$ cat config.mk
export PLATFORM = sky130hd
export DESIGN_NAME = processor_status_register
export DESIGN_NICKNAME = d
export VERILOG_FILES = /design/src/rtl/sparc_pkg.sv /design/src/rtl/branch_condition_evaluator.sv /design/src/rtl/processor_status_register.sv
export SDC_FILE = /design/constraint.sdc
export NUM_CORES = 1
export LEC_CHECK = 0
export CORE_MARGIN = 8
export CORE_UTILIZATION = 36
export CTS_BUF_LIST = sky130_fd_sc_hd__clkbuf_8
export DETAILED_ROUTE_END_ITERATION = 6
export PLACE_DENSITY_LB_ADDON = 0.1
export SLEW_MARGIN = 20
export SYNTH_ARGS = -nofsm -noshare
export SYNTH_HDL_FRONTEND = slang
export SYNTH_HIERARCHICAL = 1
export SYNTH_SLANG_ARGS = --single-unit
$ cat constraint.sdc
create_clock -name clk -period 7.18 [get_ports clk]
set_input_delay 1.795 -clock clk [delete_from_list [all_inputs] [get_ports clk]]
set_output_delay 1.795 -clock clk [all_outputs]
set_load 0.01 [all_outputs]
$ cat src/rtl/sparc_pkg.sv
// Shared SPARC V8 definitions: PSR field positions, icc bit order, Bicc
// condition encodings and the default register-window count.
package sparc_pkg;

    localparam int NWINDOWS_DEFAULT = 8;

    // PSR field positions
    localparam int PSR_IMPL_LSB = 28;
    localparam int PSR_VER_LSB  = 24;
    localparam int PSR_ICC_LSB  = 20;
    localparam int PSR_EC_BIT   = 13;
    localparam int PSR_EF_BIT   = 12;
    localparam int PSR_PIL_LSB  = 8;
    localparam int PSR_S_BIT    = 7;
    localparam int PSR_PS_BIT   = 6;
    localparam int PSR_ET_BIT   = 5;
    localparam int PSR_CWP_LSB  = 0;

    // Bit order inside the 4-bit icc vector {n, z, v, c}
    localparam int ICC_N = 3;
    localparam int ICC_Z = 2;
    localparam int ICC_V = 1;
    localparam int ICC_C = 0;

    // Bicc cond field encodings
    typedef enum logic [3:0] {
        COND_BN   = 4'b0000,
        COND_BE   = 4'b0001,
        COND_BLE  = 4'b0010,
        COND_BL   = 4'b0011,
        COND_BLEU = 4'b0100,
        COND_BCS  = 4'b0101,
        COND_BNEG = 4'b0110,
        COND_BVS  = 4'b0111,
        COND_BA   = 4'b1000,
        COND_BNE  = 4'b1001,
        COND_BG   = 4'b1010,
        COND_BGE  = 4'b1011,
        COND_BGU  = 4'b1100,
        COND_BCC  = 4'b1101,
        COND_BPOS = 4'b1110,
        COND_BVC  = 4'b1111
    } bicc_cond_e;

endpackage

$ cat src/rtl/branch_condition_evaluator.sv
// Combinational Bicc evaluation of a cond field against a stored icc.
module branch_condition_evaluator
    import sparc_pkg::*;
(
    input  logic [3:0] icc,
    input  logic [3:0] cond,
    output logic       taken
);

    logic n_s;
    logic z_s;
    logic v_s;
    logic c_s;

    assign n_s = icc[ICC_N];
    assign z_s = icc[ICC_Z];
    assign v_s = icc[ICC_V];
    assign c_s = icc[ICC_C];

    // Decode cond into the taken decision
    always_comb begin
        taken = 1'b0;
        case (bicc_cond_e'(cond))
            COND_BN:   taken = 1'b0;
            COND_BE:   taken = z_s;
            COND_BLE:  taken = z_s | (n_s ^ v_s);
            COND_BL:   taken = n_s ^ v_s;
            COND_BLEU: taken = c_s | z_s;
            COND_BCS:  taken = c_s;
            COND_BNEG: taken = n_s;
            COND_BVS:  taken = v_s;
            COND_BA:   taken = 1'b1;
            COND_BNE:  taken = ~z_s;
            COND_BG:   taken = ~(z_s | (n_s ^ v_s));
            COND_BGE:  taken = ~(n_s ^ v_s);
            COND_BGU:  taken = ~(c_s | z_s);
            COND_BCC:  taken = ~c_s;
            COND_BPOS: taken = ~n_s;
            COND_BVC:  taken = ~v_s;
            default:   taken = 1'b0;
        endcase
    end

endmodule

$ cat src/rtl/processor_status_register.sv
// SPARC V8 Processor State Register: icc capture, CWP window management
// with WIM checks, trap/RETT sequencing and Bicc evaluation.
module processor_status_register
    import sparc_pkg::*;
#(
    parameter int         NWINDOWS = NWINDOWS_DEFAULT,
    parameter logic [3:0] IMPL     = 4'h0,
    parameter logic [3:0] VER      = 4'h0
) (
    input  logic                clk,
    input  logic                reset_n,
    input  logic                alu_n,
    input  logic                alu_z,
    input  logic                alu_v,
    input  logic                alu_c,
    input  logic                icc_we,
    input  logic                save,
    input  logic                restore,
    input  logic                trap,
    input  logic                rett,
    input  logic                wr_psr,
    input  logic [31:0]         wr_data,
    input  logic [NWINDOWS-1:0] wim,
    input  logic [3:0]          cond,
    output logic [31:0]         psr,
    output logic                c_out,
    output logic [4:0]          cwp,
    output logic                branch_taken,
    output logic                win_overflow,
    output logic                win_underflow,
    output logic                illegal_instr,
    output logic                error_mode
);

    localparam logic [4:0]          CWP_MAX  = 5'(NWINDOWS - 1);
    localparam logic [5:0]          NWIN_W   = 6'(NWINDOWS);
    localparam logic [NWINDOWS-1:0] WIN_ONE  = {{(NWINDOWS-1){1'b0}}, 1'b1};

    // Architectural state
    logic [3:0] icc_r;
    logic       ec_r;
    logic       ef_r;
    logic [3:0] pil_r;
    logic       s_r;
    logic       ps_r;
    logic       et_r;
    logic [4:0] cwp_r;
    logic       overflow_r;
    logic       underflow_r;
    logic       illegal_r;
    logic       error_mode_r;

    // Next-state values
    logic [3:0] icc_s;
    logic       ec_s;
    logic       ef_s;
    logic [3:0] pil_s;
    logic       s_s;
    logic       ps_s;
    logic       et_s;
    logic [4:0] cwp_s;
    logic       overflow_s;
    logic       underflow_s;
    logic       illegal_s;
    logic       error_mode_s;

    // Window arithmetic helpers
    logic [4:0]          cwp_dec_s;
    logic [4:0]          cwp_inc_s;
    logic [NWINDOWS-1:0] dec_mask_s;
    logic [NWINDOWS-1:0] inc_mask_s;
    logic                wim_dec_s;
    logic                wim_inc_s;
    logic                wr_cwp_bad_s;

    // IMPL/VER and reserved fields of the written value are never stored
    logic unused_wr_bits_s;
    assign unused_wr_bits_s = ^{wr_data[31:24], wr_data[19:14]};

    assign cwp_dec_s    = (cwp_r == 5'd0) ? CWP_MAX : (cwp_r - 5'd1);
    assign cwp_inc_s    = (cwp_r == CWP_MAX) ? 5'd0 : (cwp_r + 5'd1);
    assign dec_mask_s   = WIN_ONE << cwp_dec_s;
    assign inc_mask_s   = WIN_ONE << cwp_inc_s;
    assign wim_dec_s    = |(wim & dec_mask_s);
    assign wim_inc_s    = |(wim & inc_mask_s);
    assign wr_cwp_bad_s = ({1'b0, wr_data[PSR_CWP_LSB +: 5]} >= NWIN_W);

    // Prioritised next-state: trap > wr_psr > rett > save/restore; icc_we
    // only applies when neither trap nor wr_psr is active
    always_comb begin
        icc_s        = icc_r;
        ec_s         = ec_r;
        ef_s         = ef_r;
        pil_s        = pil_r;
        s_s          = s_r;
        ps_s         = ps_r;
        et_s         = et_r;
        cwp_s        = cwp_r;
        overflow_s   = 1'b0;
        underflow_s  = 1'b0;
        illegal_s    = 1'b0;
        error_mode_s = error_mode_r;

        if (trap) begin
            if (et_r) begin
                et_s  = 1'b0;
                ps_s  = s_r;
                s_s   = 1'b1;
                cwp_s = cwp_dec_s;
            end else begin
                // Trap with traps disabled: processor enters error mode
                error_mode_s = 1'b1;
            end
        end else if (wr_psr) begin
            if (wr_cwp_bad_s) begin
                illegal_s = 1'b1;
            end else begin
                icc_s = wr_data[PSR_ICC_LSB +: 4];
                ec_s  = wr_data[PSR_EC_BIT];
                ef_s  = wr_data[PSR_EF_BIT];
                pil_s = wr_data[PSR_PIL_LSB +: 4];
                s_s   = wr_data[PSR_S_BIT];
                ps_s  = wr_data[PSR_PS_BIT];
                et_s  = wr_data[PSR_ET_BIT];
                cwp_s = wr_data[PSR_CWP_LSB +: 5];
            end
        end else begin
            if (icc_we) begin
                icc_s = {alu_n, alu_z, alu_v, alu_c};
            end else begin
                icc_s = icc_r;
            end

            if (rett) begin
                if (et_r || !s_r) begin
                    illegal_s = 1'b1;
                end else if (wim_inc_s) begin
                    underflow_s = 1'b1;
                end else begin
                    cwp_s = cwp_inc_s;
                    s_s   = ps_r;
                    et_s  = 1'b1;
                end
            end else if (save && restore) begin
                illegal_s = 1'b1;
            end else if (save) begin
                if (wim_dec_s) begin
                    overflow_s = 1'b1;
                end else begin
                    cwp_s = cwp_dec_s;
                end
            end else if (restore) begin
                if (wim_inc_s) begin
                    underflow_s = 1'b1;
                end else begin
                    cwp_s = cwp_inc_s;
                end
            end else begin
                cwp_s = cwp_r;
            end
        end
    end

    // State registers with synchronous active-low reset
    always_ff @(posedge clk) begin
        if (!reset_n) begin
            icc_r        <= 4'b0000;
            ec_r         <= 1'b0;
            ef_r         <= 1'b0;
            pil_r        <= 4'b0000;
            s_r          <= 1'b1;
            ps_r         <= 1'b0;
            et_r         <= 1'b0;
            cwp_r        <= 5'd0;
            overflow_r   <= 1'b0;
            underflow_r  <= 1'b0;
            illegal_r    <= 1'b0;
            error_mode_r <= 1'b0;
        end else begin
            icc_r        <= icc_s;
            ec_r         <= ec_s;
            ef_r         <= ef_s;
            pil_r        <= pil_s;
            s_r          <= s_s;
            ps_r         <= ps_s;
            et_r         <= et_s;
            cwp_r        <= cwp_s;
            overflow_r   <= overflow_s;
            underflow_r  <= underflow_s;
            illegal_r    <= illegal_s;
            error_mode_r <= error_mode_s;
        end
    end

    assign psr = {IMPL, VER, icc_r, 6'b000000, ec_r, ef_r, pil_r,
                  s_r, ps_r, et_r, cwp_r};

    assign c_out         = icc_r[ICC_C];
    assign cwp           = cwp_r;
    assign win_overflow  = overflow_r;
    assign win_underflow = underflow_r;
    assign illegal_instr = illegal_r;
    assign error_mode    = error_mode_r;

    branch_condition_evaluator u_bcond (
        .icc   (icc_r),
        .cond  (cond),
        .taken (branch_taken)
    );

endmodule

== Yosys cells after proc, flatten, opt, wreduce, memory -nomap -nowiden ==
Cells that the tools add are included.

* Add/subtract/negate cells: 2
* Order comparisons: 1
* Eq/ne operators: 27
* Shifts and indexed selects: 2
* Multiplexer cells: 45
* Bitwise logic cells: 17
* Reduce and logical (&&, ||, !) cells: 22

{| class="wikitable"
|+ Operators by type and width
! kind !! count
|-
| 2-to-1 mux 5 bit || 13
|-
| == test 4 bit, second input constant || 8
|-
| 2-to-1 mux 1 bit || 28
|-
| bitwise AND 8 bit || 2
|-
| == test 4 x 3 -> 1 bit, second input constant || 4
|-
| case mux 1 bit (16 select lines) || 1
|-
| OR reduction 8 bit || 2
|-
| << shifter 1 x 5 -> 8 bit, first input constant || 2
|-
| 2-to-1 mux 4 bit || 3
|-
| inverter 1 bit || 12
|-
| != test 3 bit, second input constant || 3
|-
| AND reduction 3 bit || 3
|-
| == test 4 x 2 -> 1 bit, second input constant || 2
|-
| != test 2 bit, second input constant || 4
|-
| != test 4 bit, second input constant || 2
|-
| AND reduction 6 bit || 1
|-
| nonzero test 2 bit || 3
|-
| OR reduction 6 bit || 1
|-
| adder 5 x 1 -> 5 bit, second input constant || 1
|-
| == test 5 x 3 -> 1 bit, second input constant || 1
|-
| greater-or-equal comparator 5 x 4 -> 1 bit, second input constant || 1
|-
| logical NOT 5 bit || 1
|-
| != test 5 bit, second input constant || 1
|-
| AND reduction 5 bit || 1
|-
| other kinds (15) || 16
|}

* Bits in registers: 22
* Input port bits: 56
* Output and inout bits: 43

== Longest topological paths before layout ==
Gate-level depths: netlist of run 1.

* Word-level depth: 12
* Gate-level depth with buffers: 12
* Mapped depth without buffers: 9

== Cells and area by module ==
The synthesis of run 1 kept the hierarchy.

{| class="wikitable"
|+ By module, submodules not included
! module !! instances !! cells each !! area an instance (µm²)
|-
| processor_status_register || 1 || 261 || 2016.9
|-
| branch_condition_evaluator || 1 || 11 || 82.6
|}

== Worst setup path before layout of run 1 ==
No wires, ideal clock.

* Kind: input -> output
* Start: in cond[1]
* End: out branch_taken
* Data arrival time: 2.475 ns
* Required time: 5.385 ns
* Path slack: 2.910 ns
* Stages: 4
* Path through: mux2i_1 > o2111a_1 > a21oi_2 > xor2_1

* Longest elaborated chain between the ends: 2
* Elaborated cells on any way between the ends: 17
* Those cells by class: 15 x eq/ne; 1 x mux; 1 x reduce/logical

{| class="wikitable"
|+ RTL lines
! element !! line !! source
|-
| start, declared || processor_status_register.sv:24 || <nowiki>input logic [3:0] cond,</nowiki>
|-
| == test 4 bit (tied with other cells) || branch_condition_evaluator.sv:23 || <nowiki>case (bicc_cond_e'(cond))</nowiki>
|-
| case mux 1 bit (16 select lines) * || branch_condition_evaluator.sv:23 ||
|-
| end, declared || processor_status_register.sv:28 || <nowiki>output logic branch_taken,</nowiki>
|}

Every way passes the cells marked *; elsewhere a longest branch is shown, timed or not.

== Worst setup path after layout of run 1 ==
Ends and elaborated chain as after synthesis.

==> impl_metrics.csv, run 1 <==
group,metric,value,unit
outcome,status,"finished clean",
sta,slew_headroom,50.5,%
sta,rsz0062_at_grt,"no",
setup_path,criticalPathCategory,"in -> out",
routing,wl_met3,402,um
floorplanning,die_y,92.4,um
logic_synthesis,synth_warnings,6,
routing,routedWlPerCell,15.1,um
routing,routed-via-count,2033,
routing,route.met2.wl,2.70,mm
place,post-dp-hpwl,4.75,mm
floorplanning,coreArea,0.00578,mm2
finish,area_growth_syn_to_layout,28.1,%
finish,largest_reg_flops,5,
routing,drt_iter0_drc,87,
finish,fin_nets,381,
power,comb_power_share,47.5,%
clock_tree,max-clock-path-buffers,2,
floorplanning,die_x,92.4,um
routing,via_per_inst,5.15,
routing,drc_errors,0,
logic_synthesis,synth_area_leaders,"dfxtp_1 (21%), buf_4 (8.9%), a21oi_1 (5.7%)",
clock_tree,clk_pin_slew,0.07,ns
sta,fin_skew,0.00747,ns
power,finalPower,0.425,mW
clock_tree,clock-root-buffer,"clkbuf_8",
clock_tree,holdBufCountCts,0,
global_routing,grt_pass1_vias,1910,
logic_synthesis,ys_dominant_reg_cell,"dfxtp_1",
finish,fin_cells,395,
power,p_leak,0.963,nW
place,port_buffers,70,
place,dp.cells,392,
setup_path,cp_max_fo,5,
sta,post-route-period-util,74.0,%
finish,diodes,0,
setup_path,critPathLaunchType,"primary input",
global_routing,grt_max_degree,23,
routing,routed_wl,5.97,mm
power,swShare,36.9,%
logic_synthesis,synthCells,272,
power,p_sw,0.157,mW
logic_synthesis,avgSynthCellArea,7.72,um2
clock_tree,numCtsBuffers,3,
logic_synthesis,ys_ff_latch,22,
power,clkPwrFrac,17.3,%
logic_synthesis,seq_area_frac_synth,21.0,%
flow_run,maxCapViolations,0,
logic_synthesis,synth_edf_count,0,
global_routing,grt-ovfl-total,0,
clock_tree,postCtsResizedCells,0,
sta,tightest_slew,0.741,ns
logic_synthesis,synth_top_area_share,21.0,%
floorplanning,io_pins,99,
power,ir_drop,0.000104,V
sta,period_needed,5.31,ns
clock_tree,cts_tree,"done",
sta,setup_ws,1.87,ns
clock_tree,post_cts_buffers,0,
finish,layout-drive-gt1-share,8.44,%
sta,setup-violations-final,0,
clock_tree,cts_sinks,22,
sta,max_freq,188,MHz
sta,finalMaxSlewViolations,0,
finish,final_cell_mix,"clkdlybuf4s50_1 (70), nand2_1 (28), nor2_1 (24), a21oi_1 (24), dfxtp_1 (22)",
place,place_ws,1.87,ns
routing,highest_layer,"met4",
sta,hold_viol_final,0,
finish,layout_commonest_cell,"clkdlybuf4s50_1",
sta,fin_setup_tns,0,ns
logic_synthesis,synth_cell_type_count,68,
logic_synthesis,synth.cell_area,0.00210,mm2
global_routing,grt_usage,13.2,%
worst_hold_path,hold_class,"reg -> reg",
global_routing,antenna_found_initial,0,
setup_path,end_kind,"primary output",
global_routing,grt_pass1_wl,9.56,mm
power,p_per_area,158,mW/mm2
setup_path,rrSetupSlack,3.80,ns
routing,dr.pass1.iters,4,
logic_synthesis,async_reset_ff_share,0,%
floorplanning,fp.dieArea,0.00853,mm2
sta,holdWs,0.456,ns
routing,m1WireLength,2.83,mm
floorplanning,start_util,36.3,%
power,seq_power_share,35.2,%
logic_synthesis,synth_top_area_cell,"dfxtp_1",
power,p_int,0.268,mW
place,globalplace.congestion,0.807,
setup_path,cp.arrival,3.52,ns
clock_tree,clock_latency,0.26,ns
setup_path,cp.required,5.39,ns
routing,ant_nets,0,
clock_tree,htree_levels,1,
floorplanning,rows,28,
[cell type report]
cell class / instances / area [um2]
fillers: 615 / 3090
repair buffers: 70 / 701
inverters: 8 / 30.0
flip-flops and latches: 22 / 440
well taps: 75 / 93.8
clock buffers: 3 / 41.3
multi-input cells: 217 / 1380
[cell usage after synthesis, drive strengths merged, types with 5 or more instances]
cell	instances
buf	30
nand2	29
a21oi	25
nor2	24
dfxtp	22
o21ai	17
a31oi	12
mux2i	9
clkbuf	8
inv	8
nor2b	6
nor3	6
o211ai	6
nand3	5
[stage by stage]
stage / utilization [%] / cell area (um2)
after floorplan: - / 2150
after global placement: 45.8 / 2650
after detailed placement: 45.8 / 2650
after CTS: 46.5 / 2690
after global routing: 46.5 / 2690
final: 46.5 / 2690
[power groups by stage]
stage | clock [mW] | combinational (mW) | sequential (mW)
floorplan | 0 | 0.156 | 0.143
global placement | 0 | 0.200 | 0.152
detailed placement | 0 | 0.201 | 0.153
CTS | 0.0762 | 0.201 | 0.150
global route | 0.0829 | 0.220 | 0.152
finish | 0.0736 | 0.202 | 0.150
[worst paths after layout]
kind	cells after the start	start	to
worst max-delay path	6	cond[1]	branch_taken
worst min-delay path	2	pil_r[2]$_SDFFE_PN0P_	pil_r[2]$_SDFFE_PN0P_
worst max register to register	9	cwp[0]$_SDFFE_PN0P_	cwp[1]$_SDFFE_PN0P_
worst min register to register	2	pil_r[2]$_SDFFE_PN0P_	pil_r[2]$_SDFFE_PN0P_
[per-layer routing]
layer	vias to the layer above	GRT usage (%)
met1	927	17.3
li1	1047	-
met3	2	2.75
met2	57	22.0
met5	-	0
met4	0	2.42
[worst max-delay path, cell delays in order]
cell,delay [ns]
clkdlybuf4s50_1,0.55
mux2i_1,0.11
o2111a_1,0.25
a21oi_2,0.12
xor2_1,0.14
clkdlybuf4s50_1,0.55
[logic make-up (layout without fill, tap and decap cells)]
logic type	after synthesis	count (layout)	synth area share, %
simple gates	96	96	25.6
buf+inv	46	81	15.4
mux	11	11	5.36
compound gates	87	87	28.2
flops	22	22	21.0
fa+ha+maj	3	3	1.79
xor+xnor	6	6	2.50
other cells	1	14	0.179
Power figures use the tool's default switching activity.
==> inputs of run 2 (changes only) <==
- clock period: 7.18 -> 5.15 ns (I/O delays scaled with it)
==> run 2 against run 1 <==
Compared with the run above: via count rose by 0.84%; total power rose by 39%; largest cell class unchanged; wire length down 1.7%.
==> impl_metrics.csv, run 2 (synthesis gave the netlist of run 1 again) <==
group,metric,value,unit
outcome,status,"finished clean",
routing,drc_errors,0,
worst_hold_path,whs_path_depth,2,
floorplanning,fp.dieArea,0.00853,mm2
sta,tightest_slew,0.745,ns
finish,finish.utilization,46.7,%
sta,finalMaxSlewViolations,0,
setup_path,path_cells,"clkdlybuf4s50_1 > mux2i_1 > o2111a_1 > a21oi_2 > xor2_1 > clkdlybuf4s50_1",
global_routing,antenna_found_initial,0,
clock_tree,post_cts_buffers,0,
sta,max_freq,233,MHz
worst_hold_path,hold_class,"reg -> reg",
flow_run,maxCapViolations,0,
global_routing,grt_max_degree,23,
finish,layout-drive-gt1-share,8.72,%
setup_path,cp_max_fo,5,
setup_path,worst_path_most_repeated_cell,"clkdlybuf4s50_1",
sta,period_needed,4.29,ns
setup_path,cp.required,3.86,ns
place,port_buffers,70,
setup_path,rr_worst_depth,10,
sta,rsz0062_at_grt,"no",
setup_path,worst-path-buf-inv,2,
setup_path,critPathTopFamily,"buffers and inverters",
floorplanning,rows,28,
finish,fin_nets,382,
routing,dr.pass1.iters,4,
global_routing,use_met3,2.91,%
clock_tree,htree_levels,1,
routing,via_per_inst,5.18,
place,post-dp-hpwl,4.72,mm
setup_path,crit_slowest_cell,"clkdlybuf4s50_1",
floorplanning,io_pins,99,
setup_path,cp.arrival,3.01,ns
setup_path,worst-path-stages,6,
sta,fin_skew,0.00627,ns
routing,routed-via-count,2050,
routing,ant_nets,0,
power,ir_drop,0.0000960,V
power,p_per_area,219,mW/mm2
sta,hold_viol_final,0,
global_routing,grt-ovfl-total,0,
clock_tree,max-clock-path-buffers,2,
setup_path,r2r-start,"cwp[0]$_SDFFE_PN0P_",
global_routing,grtUsageMet1,16.7,%
setup_path,r2r_end,"cwp[1]$_SDFFE_PN0P_",
floorplanning,die_x,92.4,um
sta,slew_headroom,49.9,%
clock_tree,cts_sinks,22,
floorplanning,start_util,36.3,%
global_routing,busiest_layer,"met2",
clock_tree,cts_tree,"done",
setup_path,critPathLaunchType,"primary input",
global_routing,grt_pass1_wl,9.51,mm
clock_tree,postCtsResizedCells,0,
finish,final_cell_mix,"clkdlybuf4s50_1 (70), nand2_1 (28), nor2_1 (24), a21oi_1 (24), dfxtp_1 (22)",
routing,routedWlPerCell,14.8,um
clock_tree,numCtsBuffers,3,
global_routing,use_met2,22.1,%
setup_path,end_kind,"primary output",
routing,routed_wl,5.88,mm
worst_hold_path,min_from,"pil_r[3]$_SDFFE_PN0P_",
sta,holdWs,0.454,ns
sta,setup-violations-final,0,
worst_hold_path,hold_end,"pil_r[3]$_SDFFE_PN0P_",
finish,layout_commonest_cell,"clkdlybuf4s50_1",
global_routing,grt_usage,13.0,%
clock_tree,holdBufCountCts,0,
clock_tree,clock-root-buffer,"clkbuf_8",
setup_path,cpPeakStageDelay,0.55,ns
floorplanning,die_y,92.4,um
setup_path,criticalPathCategory,"in -> out",
finish,diodes,0,
sta,fin_setup_tns,0,ns
clock_tree,clk_pin_slew,0.07,ns
sta,post-route-period-util,83.4,%
global_routing,grt_pass1_vias,1936,
setup_path,rrSetupSlack,2.14,ns
finish,largest_reg_flops,5,
place,globalplace.congestion,0.826,
floorplanning,coreArea,0.00578,mm2
finish,area_growth_syn_to_layout,28.5,%
power,p_leak,0.968,nW
clock_tree,clock_latency,0.25,ns
routing,drt_iter0_drc,76,
[run 2: per-stage QoR]
stage               power (mW)  cells  worst slack, ns  instance area (um2)
floorplan                0.417    285             1.89                 2150
global placement         0.493    393            0.885                 2660
detailed placement       0.493    393            0.856                 2660
CTS                      0.598    396            0.848                 2700
global route             0.634    396            0.793                 2700
finish                   0.592    396            0.857                 2700
[run 2: cell type report]
class | instances | area, um2
inverter | 8 | 30.0
sequential | 22 | 440
tap | 75 | 93.8
fill | 588 | 3080
clock buffer | 3 | 41.3
multi-input combinational | 217 | 1380
timing repair buffer | 71 | 708
[run 2: routing by layer]
| metal | part of all wire [%] | wire, um | up-vias |
|---|---|---|---|
| met3 | 6.5 | 383 | 2 |
| li1 | - | - | 1053 |
| met4 | 0.54 | 32 | 0 |
| met2 | 46 | 2680 | 70 |
| met1 | 47 | 2780 | 925 |
| met5 | 0 | 0 | - |
[run 2: worst max path at each step]
stage,startpoint,to
floorplan,cond[1],branch_taken
global placement,cond[1],branch_taken
detailed placement,cond[1],branch_taken
CTS,cond[1],branch_taken
global route,cond[1],branch_taken
finish,cond[1],branch_taken
[run 2: tightest hold or removal path, stage by stage (launching register included)]
cell and delay [ns]:
dfxtp_1 0.31, nand2_1 0.05, a21oi_1 0.05
[run 2: power breakdown]
group | internal (mW) | switching, mW | leakage [nW]
Clock | 0.0520 | 0.0493 | 0.0216
Combinational | 0.143 | 0.145 | 0.766
Sequential | 0.181 | 0.0223 | 0.180
